<file path="src/rtl/vec_pkg.sv">
// Shared definitions for the vector command issuer: opcodes, FSM states,
// the command record layout and a width helper.
// Latency: n/a (types only). Backpressure: n/a.
package vec_pkg;

  typedef enum logic [3:0] {
    OP_ADD   = 4'b0000,
    OP_SUB   = 4'b0001,
    OP_MUL   = 4'b0010,
    OP_ADDS  = 4'b0100,
    OP_SUBS  = 4'b0101,
    OP_MULS  = 4'b0110,
    OP_READ  = 4'b1000,
    OP_WRITE = 4'b1001,
    OP_MMUL  = 4'b1111
  } vec_op_e;

  typedef enum logic [1:0] {
    ST_IDLE,
    ST_ISSUE,
    ST_EXEC,
    ST_RESULT
  } vec_state_e;

  // Address width that stays >= 1 even for a single-register file.
  function automatic int safe_clog2(input int n);
    return (n <= 1) ? 1 : $clog2(n);
  endfunction

  // Default geometry: 8 registers, 8 elements of 8 bits.
  localparam int VEC_AW  = 3;
  localparam int VEC_VDW = 8;
  localparam int VEC_DW  = 64;

  // Field order here matches the flat packing used by the issuer's queue.
  typedef struct packed {
    logic [3:0]         op;
    logic [VEC_AW-1:0]  addrA;
    logic [VEC_AW-1:0]  addrB;
    logic [VEC_AW-1:0]  addrC;
    logic [VEC_AW-1:0]  addrD;
    logic [VEC_VDW-1:0] scalar;
    logic [VEC_DW-1:0]  w_data;
  } vec_cmd_t;

endpackage

</file>
<file path="src/rtl/vec_cmd_fifo.sv">
// Command queue: 1r1w FIFO with registered storage, head shown combinationally.
// Latency: a written entry is visible at data_o the cycle after the write.
// Backpressure: ready_o = !full_o; writes while full are dropped even if a read occurs.
// Ports: clk_i/reset_i; v_i/data_i/ready_o write side; yumi_i/data_o read side;
//        full_o/empty_o status.
module vec_cmd_fifo
  import vec_pkg::*;
#(
  parameter int width_p = 8,
  parameter int els_p   = 4
) (
  input  logic               clk_i,
  input  logic               reset_i,
  input  logic               v_i,
  input  logic [width_p-1:0] data_i,
  output logic               ready_o,
  input  logic               yumi_i,
  output logic [width_p-1:0] data_o,
  output logic               full_o,
  output logic               empty_o
);

  localparam int ptr_w_lp = $clog2(els_p);
  localparam int cnt_w_lp = ptr_w_lp + 1;

  logic [width_p-1:0]  r_mem [els_p];
  logic [ptr_w_lp-1:0] r_wptr;
  logic [ptr_w_lp-1:0] r_rptr;
  logic [cnt_w_lp-1:0] r_count;

  logic w_enq;
  logic w_deq;

  assign full_o  = (r_count == cnt_w_lp'(els_p));
  assign empty_o = (r_count == '0);
  assign ready_o = ~full_o;
  assign w_enq   = v_i & ~full_o;
  assign w_deq   = yumi_i & ~empty_o;
  assign data_o  = r_mem[r_rptr];

  // Pointers wrap naturally because the depth is a power of two.
  always_ff @(posedge clk_i) begin
    if (reset_i) begin
      r_wptr  <= '0;
      r_rptr  <= '0;
      r_count <= '0;
    end else begin
      if (w_enq) r_wptr <= r_wptr + 1'b1;
      if (w_deq) r_rptr <= r_rptr + 1'b1;
      case ({w_enq, w_deq})
        2'b10:   r_count <= r_count + 1'b1;
        2'b01:   r_count <= r_count - 1'b1;
        default: r_count <= r_count;
      endcase
    end
  end

  // Payload storage needs no reset; occupancy alone defines validity.
  always_ff @(posedge clk_i) begin
    if (w_enq) r_mem[r_wptr] <= data_i;
  end

endmodule

</file>
<file path="src/rtl/vec_cmd_issuer.sv">
// Queues vector commands and issues them one at a time to the accelerator.
// Latency: enqueue to v_o is 2 cycles; next queued command issues 1 cycle after IDLE.
// Backpressure: cmd_ready_o drops when queue full; v_o held until ready_i; result held until res_yumi_i.
// Ports: cmd_* enqueue side; op_o/addr*_o/scalar_o/w_data_o/v_o/ready_i issue side;
//        done_i/rv_i/r_data_i/yumi_o accelerator return; res_* consumer side; busy_o.
module vec_cmd_issuer
  import vec_pkg::*;
#(
  parameter int els_p     = 8,
  parameter int vlen_p    = 8,
  parameter int vdw_p     = 8,
  parameter int cmd_els_p = 4,
  localparam int aw_lp    = safe_clog2(els_p),
  localparam int dw_lp    = vlen_p * vdw_p
) (
  input  logic             clk_i,
  input  logic             reset_i,
  input  logic             cmd_v_i,
  output logic             cmd_ready_o,
  input  logic [3:0]       cmd_op_i,
  input  logic [aw_lp-1:0] cmd_addrA_i,
  input  logic [aw_lp-1:0] cmd_addrB_i,
  input  logic [aw_lp-1:0] cmd_addrC_i,
  input  logic [aw_lp-1:0] cmd_addrD_i,
  input  logic [vdw_p-1:0] cmd_scalar_i,
  input  logic [dw_lp-1:0] cmd_w_data_i,
  output logic [3:0]       op_o,
  output logic [aw_lp-1:0] addrA_o,
  output logic [aw_lp-1:0] addrB_o,
  output logic [aw_lp-1:0] addrC_o,
  output logic [aw_lp-1:0] addrD_o,
  output logic [vdw_p-1:0] scalar_o,
  output logic [dw_lp-1:0] w_data_o,
  output logic             v_o,
  input  logic             ready_i,
  input  logic             done_i,
  input  logic [dw_lp-1:0] r_data_i,
  input  logic             rv_i,
  output logic             yumi_o,
  output logic             res_v_o,
  output logic [dw_lp-1:0] res_data_o,
  input  logic             res_yumi_i,
  output logic             busy_o
);

  localparam int cmd_w_lp = 4 + 4 * aw_lp + vdw_p + dw_lp;

  vec_state_e          r_state;
  logic                r_v;
  logic [cmd_w_lp-1:0] w_cmd_in;
  logic [cmd_w_lp-1:0] w_head;
  logic                w_full;
  logic                w_empty;
  logic                w_deq;
  logic                w_is_read;
  logic                w_res_v;
  logic                w_yumi;

  assign w_cmd_in = {cmd_op_i, cmd_addrA_i, cmd_addrB_i, cmd_addrC_i,
                     cmd_addrD_i, cmd_scalar_i, cmd_w_data_i};

  vec_cmd_fifo #(
    .width_p (cmd_w_lp),
    .els_p   (cmd_els_p)
  ) u_fifo (
    .clk_i   (clk_i),
    .reset_i (reset_i),
    .v_i     (cmd_v_i),
    .data_i  (w_cmd_in),
    .ready_o (cmd_ready_o),
    .yumi_i  (w_deq),
    .data_o  (w_head),
    .full_o  (w_full),
    .empty_o (w_empty)
  );

  // The head stays in the queue until completion, so the outputs hold steady
  // from ISSUE through the dequeue cycle without a separate capture register.
  assign {op_o, addrA_o, addrB_o, addrC_o, addrD_o, scalar_o, w_data_o} = w_head;

  assign w_is_read  = (op_o == OP_READ);
  assign w_res_v    = (r_state == ST_RESULT) & rv_i;
  assign w_yumi     = w_res_v & res_yumi_i;
  assign res_v_o    = w_res_v;
  assign res_data_o = r_data_i;
  assign yumi_o     = w_yumi;
  assign v_o        = r_v;
  assign busy_o     = ~w_empty | (r_state != ST_IDLE);

  // Dequeue on completion only: non-read done in EXEC, or result consumed.
  assign w_deq = ((r_state == ST_EXEC) & done_i & ~w_is_read) | w_yumi;

  always_ff @(posedge clk_i) begin
    if (reset_i) begin
      r_state <= ST_IDLE;
      r_v     <= 1'b0;
    end else begin
      case (r_state)
        ST_IDLE: begin
          if (!w_empty) begin
            r_state <= ST_ISSUE;
            r_v     <= 1'b1;
          end
        end
        ST_ISSUE: begin
          if (r_v && ready_i) begin
            r_state <= ST_EXEC;
            r_v     <= 1'b0;
          end
        end
        ST_EXEC: begin
          if (done_i) r_state <= w_is_read ? ST_RESULT : ST_IDLE;
        end
        ST_RESULT: begin
          if (w_yumi) r_state <= ST_IDLE;
        end
        default: begin
          r_state <= ST_IDLE;
          r_v     <= 1'b0;
        end
      endcase
    end
  end

  // Occupancy is tracked by the queue itself; the full flag is only exported as cmd_ready_o.
  logic w_unused;
  assign w_unused = w_full;

endmodule

</file>
<file path="config.mk">
export PLATFORM = sky130hd
export DESIGN_NAME = vec_cmd_issuer
export DESIGN_NICKNAME = d
export VERILOG_FILES = /design/src/rtl/vec_pkg.sv /design/src/rtl/vec_cmd_fifo.sv /design/src/rtl/vec_cmd_issuer.sv
export SDC_FILE = /design/constraint.sdc
export NUM_CORES = 1
export LEC_CHECK = 0
export ABC_CLOCK_PERIOD_IN_PS = 8400
export CAP_MARGIN = 10
export CORE_ASPECT_RATIO = 1.1
export CORE_UTILIZATION = 25
export CTS_BUF_LIST = sky130_fd_sc_hd__clkbuf_4 sky130_fd_sc_hd__clkbuf_8
export DETAILED_ROUTE_END_ITERATION = 12
export PLACE_DENSITY_LB_ADDON = 0.2
export SLEW_MARGIN = 20
export SYNTH_ARGS = -nofsm -noshare
export SYNTH_HDL_FRONTEND = slang
export SYNTH_SLANG_ARGS = --single-unit
</file>
<file path="constraint.sdc">
create_clock -name clk_i -period 8.4 [get_ports clk_i]
set_input_delay 1.26 -clock clk_i [delete_from_list [all_inputs] [get_ports clk_i]]
set_output_delay 1.26 -clock clk_i [all_outputs]
set_load 0.05 [all_outputs]
</file>
* After elaboration in Yosys (flattened, before gate mapping)
Memory sizes are Yosys's and may differ from the RTL's. A register that Yosys moved wholly into a read port is not among the register bits. Index checks and enable logic that the tools add are counted. Widths: inputs -> output; s select.
Storage, ports and cells: register bits 10, latch bits 0, bits in read-only memories 0, memories 1, RAM bits 352, input bits 159
Memories:
- u_fifo.r_mem | depth 4, bits a word 88, read ports 1, clocked after memory_dff 1, wr ports 1, line vec_cmd_fifo.sv:26 | logic [width_p-1:0] r_mem [els_p];
Operators by class: $mul 0, $lt $le $gt $ge 0, reduce and logical (&&, ||, !) cells 8, shift-type cells 0, $add $sub $neg 4, div/mod/pow operators 0, eq/ne operators 11, mux-type cells 14, bitwise operators 11
Operator list (number):
- $mux 2 | 7
- $ne 2x2->1 const B | 4
- $pmux 2 s4 | 1
- $and 1x1->1 | 6
- $eq 2x2->1 const B | 3
- $pmux 3 s2 | 1
- $reduce_bool 2->1 | 3
- $add 2x1->2 const B | 2
- $eq 2x1->1 const B | 2
- $eq 4x4->1 const B | 1
- $mux 1 | 4
- $reduce_and 4->1 | 1
- $add 3x1->3 const B | 1
- $eq 3x3->1 const B | 1
- $logic_not 3->1 | 1
- $not 1->1 | 3
- $reduce_and 3->1 | 1
- $sub 3x1->3 const B | 1
- $logic_not 2->1 | 1
- $or 1x1->1 | 2
- $pmux 1 s2 | 1
- $logic_and 1x1->1 | 1

* Longest topological paths before layout
depth in word-level cells 7, gate-level depth with buffers 11, mapped depth without buffers 10

* Modules after synthesis
Synthesis repeated with hierarchy kept, for this count alone.
Second synthesis, totals: cells, all modules 606, area, all modules 13877.1 µm²
Modules (own cells, without submodules):
- vec_cmd_fifo | instances 1, area each 13162.6 µm², cells each 515, seq. area each 10750.3 µm²
- vec_cmd_issuer | instances 1, area each 714.4 µm², cells each 91, seq. area each 60.1 µm²

* Worst setup path before layout
No wires, ideal clock.
kind input port to flip-flop, from input port cmd_v_i, to memory u_fifo.r_mem[0][0] (netlist bit) (enable), slack 4.588 ns, data required time 7.943 ns, library setup time 0.457 ns, stages 1, path buffers 0, data arrival time 3.355 ns, cells stage by stage and3_1
Between the ends: cells in the longest elaborated chain, start to end 3
RTL lines:
- start: declaration | line vec_cmd_issuer.sv:18 | input logic cmd_v_i,
- $and 1x1->1 | line vec_cmd_fifo.sv:37 | assign w_enq = v_i & ~full_o;
- $mux 1 | line vec_cmd_fifo.sv:60 | if (w_enq) r_mem[r_wptr] <= data_i;
- $mux 1 (implied by the code) | line vec_cmd_fifo.sv:60
- end: declaration | line vec_cmd_fifo.sv:26
Every way passes these cells.

==> results summary <==
The core outline area is 54730 sq um. The routed layout has 6414 vias. STA classifies the critical path endpoint as a primary output. The overall global routing resource usage is 10.78%. STA classifies the critical path startpoint as a register. The total overflow left after global routing is 0.

The number of hold-repair buffers added at the cts stage is 0. TritonCTS created 61 clock buffers. The xor-xnor portion of the synthesized cell area came out at 0.1898%. The number of unique standard cell types used by synthesis is 31. The number of antenna violations at the first check in global routing came out at 3. The final hold violation count was 0.

For this design, the sink count on the clock tree is 364. The number of placed I/O pins came out at 316. The most repeated cell in the gate-level netlist after synthesis is sky130_fd_sc_hd__edfxtp_1. The run finished with clean final reports. The floorplan step defined a die boundary enclosing 56330 sq um.

After Yosys synthesis, full adders, half adders and majority gates account for 0.5964% of the synthesized area. The clock passes through at most 3 buffers. The floorplan step set the die height to 248.8 um. The clock skew after layout came out at 0.02007 ns. The TritonCTS clock tree is built. The largest voltage drop on the vdd net is 0.0001075 V. STA puts the critical path data arrival time at 3.44 ns.

Once the floorplan was initialized, standard cells occupied 25.30% of the core. In this run, placement finished with an instance count of 1454. The tightest slew margin relative to the limit came out at 34.13%. For this design the static power due to leakage is 5.349 nW. The combinational family with the most area after synthesis is multiplexers. The async set-reset flop share out of synthesis is 0%. In this run the most critical hold path is launched from u_fifo.r_wptr[1]. In this run the critical register-to-register path is captured at u_fifo.r_count[2]. The post-layout instance area came out at 17270 sq um. The final max-slew violation count came out at 0. The clock latency reported for the late side of the worst-skew pair is 0.63 ns. The tree is rooted in a sky130_fd_sc_hd__clkbuf_8. Routability-driven placement finished with a final weighted congestion of 0.6431.

The post-detailed-route wirelength per cell is 19.27 um. The via count of the first global-routing pass came out at 7161. The simple-gate share of the synthesized area came out at 1.699%. The classification of the worst-slack hold path is reg -> reg. Clock-pin slew was measured on the worst setup and hold paths at 0.06 ns. The depth of the worst register-to-register path is 11. The count of cells along the worst hold path came out at 2. The post-cts gate resize count is 0.

The detailed router finished its first iteration with 281 violations. Based on the critical path, the design can be clocked at up to 212.9 MHz. The wire length of the first global-routing pass came out at 44480 um. The post-synthesis mux area share came out at 14.40%.

The detailed-routing iteration count for the pre-antenna-repair pass is 4. The end point of the most critical hold path is u_fifo.r_wptr[1]. CTS built an H-tree with a depth of 2. The area growth from synthesis to layout is 24.76%. The synthesized design contains 352 enable-type register cells.

The total number of placement rows came out at 90. The maximum fanout along the worst path came out at 45. The count of placed standard cells in the final layout, fillers left out came out at 1565. The areal power density over the cells came out at 232.6 nW/um^2.

The post-detailed-route count of antenna-violating nets came out at 0. Dividing the detail-routed via count by the number of cells gives 4.098. The number of failing setup endpoints in the final timing report came out at 0. The setup TNS came out at 0 ns. The measured slew at the worst slew-check pin is 0.9881 ns. The sum of routed wire length over all layers is 30160 um. In the post-synthesis netlist, the biggest area contributors are sky130_fd_sc_hd__edfxtp_1 (76%), sky130_fd_sc_hd__mux4_2 (14%), sky130_fd_sc_hd__buf_4 (3.5%), sky130_fd_sc_hd__dfxtp_1 (1.7%), sky130_fd_sc_hd__ha_1 (0.45%).

During synthesis, Yosys emitted a total of 0 warnings. The post-synth design cell area is 13850 sq um. The core occupancy in the finished layout is 31.56%. Entering global routing, the biggest net connects 47 pins. After legalization and detailed placement, the total HPWL measured 17220 um.

The compound-gate portion of the synthesized area is 0.6055%. The share of the synthesized area in the top cell type came out at 76.34%. The chip width came out at 226.4 um.

The largest total area in the synthesized netlist belongs to sky130_fd_sc_hd__edfxtp_1. When the netlist entered floorplanning its net count stood at 776. The synthesized area per cell is 22.66 sq um. The proportion of layout cells with a drive suffix above 1 is 23.67%.

For this run, design rule violations remaining after detail routing come to 0. The flip-flop and latch count after synthesis is 364. The worst register-to-register path has a setup slack of 4.83 ns. After detailed placement, the total cell area comes to 16130 sq um. The commonest cells after synthesis are sky130_fd_sc_hd__edfxtp_1 (352), sky130_fd_sc_hd__mux4_2 (88), sky130_fd_sc_hd__buf_4 (64), sky130_fd_sc_hd__clkbuf_1 (14), sky130_fd_sc_hd__dfxtp_1 (12). The final critical-path share of the clock period is 55.91%.

The synthesized instance count is 611. The count of buffers from port buffering came out at 187. In this run the post-CTS setup repair buffer count came out at 0. The worst setup path is of the reg -> out kind. The data required time of the worst path is 7.14 ns. The max-capacitance violation count is 0.

Summing the sequential cell areas from Yosys gives 78.08% of the chip area. For this run, the leading register cell type out of synthesis is sky130_fd_sc_hd__edfxtp_1. The layout net count came out at 946. The minimum clock period came out at 4.696 ns. Setup repair after global routing left no endpoint under its margin.
kinds of logic after synthesis:
logic type / count (synthesis)
AOI/OAI and AO/OA: 14
xor gates and xnor gates: 3
adders and majority gates: 6
buffers and inverters: 95
DFF: 364
muxes: 89
and+or+nand+nor: 40
how the worst max path moves through the flow:
stage | endpoint | cells past startpoint
after global routing | addrB_o[2] | 3
final | addrB_o[2] | 3
after global placement | addrB_o[2] | 3
after CTS | addrB_o[2] | 3
after detailed placement | addrB_o[2] | 3
after floorplan | u_fifo.r_mem[0][0] | 1
per-layer routing:
| metal | share of wire [%] | vias up | routed length (um) | global-route usage [%] |
|---|---|---|---|---|
| li1 | - | 2797 | - | - |
| met1 | 38 | 3281 | 11410 | 11.84 |
| met2 | 48 | 211 | 14590 | 17.51 |
| met3 | 9.0 | 121 | 2729 | 4.659 |
| met4 | 4.7 | 4 | 1406 | 5.753 |
| met5 | 0.086 | - | 26 | 0 |
worst max-delay path, cell delays in order, from the launching register on:
cell	delay [ns]
sky130_fd_sc_hd__dfxtp_4	0.85
sky130_fd_sc_hd__buf_4	0.74
sky130_fd_sc_hd__mux4_2	0.37
sky130_fd_sc_hd__clkdlybuf4s50_1	0.81
where the power goes:
group | internal (mW) | switching [mW] | leakage (nW)
sequential | 2.09 | 0.0207 | 3.33
combinational | 0.168 | 0.280 | 1.41
clock | 0.779 | 0.686 | 0.606
total | 3.03 | 0.986 | 5.35
state kept, by name, summed over array words and instances, names as in the netlist, named ones only:
register        flops
u_fifo.r_mem      352
u_fifo.r_count      3
r_state             2
u_fifo.r_rptr       2
u_fifo.r_wptr       2
v_o                 1
placed cells by master, fill, tap and decap left out:
cell                                n
sky130_fd_sc_hd__a311oi_1           1
sky130_fd_sc_hd__a31oi_1            1
sky130_fd_sc_hd__clkinvlp_4         2
sky130_fd_sc_hd__o21ai_0            5
sky130_fd_sc_hd__clkdlybuf4s50_1  187
sky130_fd_sc_hd__o21bai_1           2
sky130_fd_sc_hd__or3_1              3
sky130_fd_sc_hd__and3_4             4
sky130_fd_sc_hd__or3b_1             3
sky130_fd_sc_hd__and2_1             2
sky130_fd_sc_hd__inv_1              8
sky130_fd_sc_hd__mux2_1             1
sky130_fd_sc_hd__buf_4              7
sky130_fd_sc_hd__clkbuf_4          20
sky130_fd_sc_hd__nor4b_4            1
sky130_fd_sc_hd__mux4_2            88
sky130_fd_sc_hd__nand2b_1           1
sky130_fd_sc_hd__clkbuf_8          63
sky130_fd_sc_hd__o41ai_1            1
sky130_fd_sc_hd__a21oi_1            4
sky130_fd_sc_hd__xor2_1             2
sky130_fd_sc_hd__nor2b_1            4
sky130_fd_sc_hd__ha_1               5
sky130_fd_sc_hd__dfxtp_1           10
sky130_fd_sc_hd__clkinv_2           9
sky130_fd_sc_hd__nand2_1            7
sky130_fd_sc_hd__edfxtp_1         352
sky130_fd_sc_hd__diode_2            1
sky130_fd_sc_hd__nor3_1             3
sky130_fd_sc_hd__fa_1               1
sky130_fd_sc_hd__xnor2_1            1
sky130_fd_sc_hd__dfxtp_4            2
sky130_fd_sc_hd__nand3_1            3
sky130_fd_sc_hd__nor2_1             7
sky130_fd_sc_hd__and3_1             1
sky130_fd_sc_hd__and4_1             1
sky130_fd_sc_hd__clkinv_1          16
per-stage QoR:
step / setup WS [ns] / power (mW) / hold WS (ns)
6_report: 3.704 / 4.019 / 0.4929
5_1_grt: 3.452 / 4.187 / 0.5141
3_3_place_gp: 4.193 / 2.600 / 0.4933
3_5_place_dp: 4.188 / 2.603 / 0.4904
4_1_cts: 3.477 / 4.105 / 0.4982
2_1_floorplan: 4.588 / 2.500 / 0.4692
final cells by class:
class	count	area (sq um)
clock buffer	83	1017
clock inverter	27	120.1
tap	736	920.9
fill	5347	37450
inverter	8	30.03
antenna	1	2.502
sequential	364	10820
timing repair buffer	194	1924
multi-input combinational	152	2441
Power figures use the tool's default switching activity.
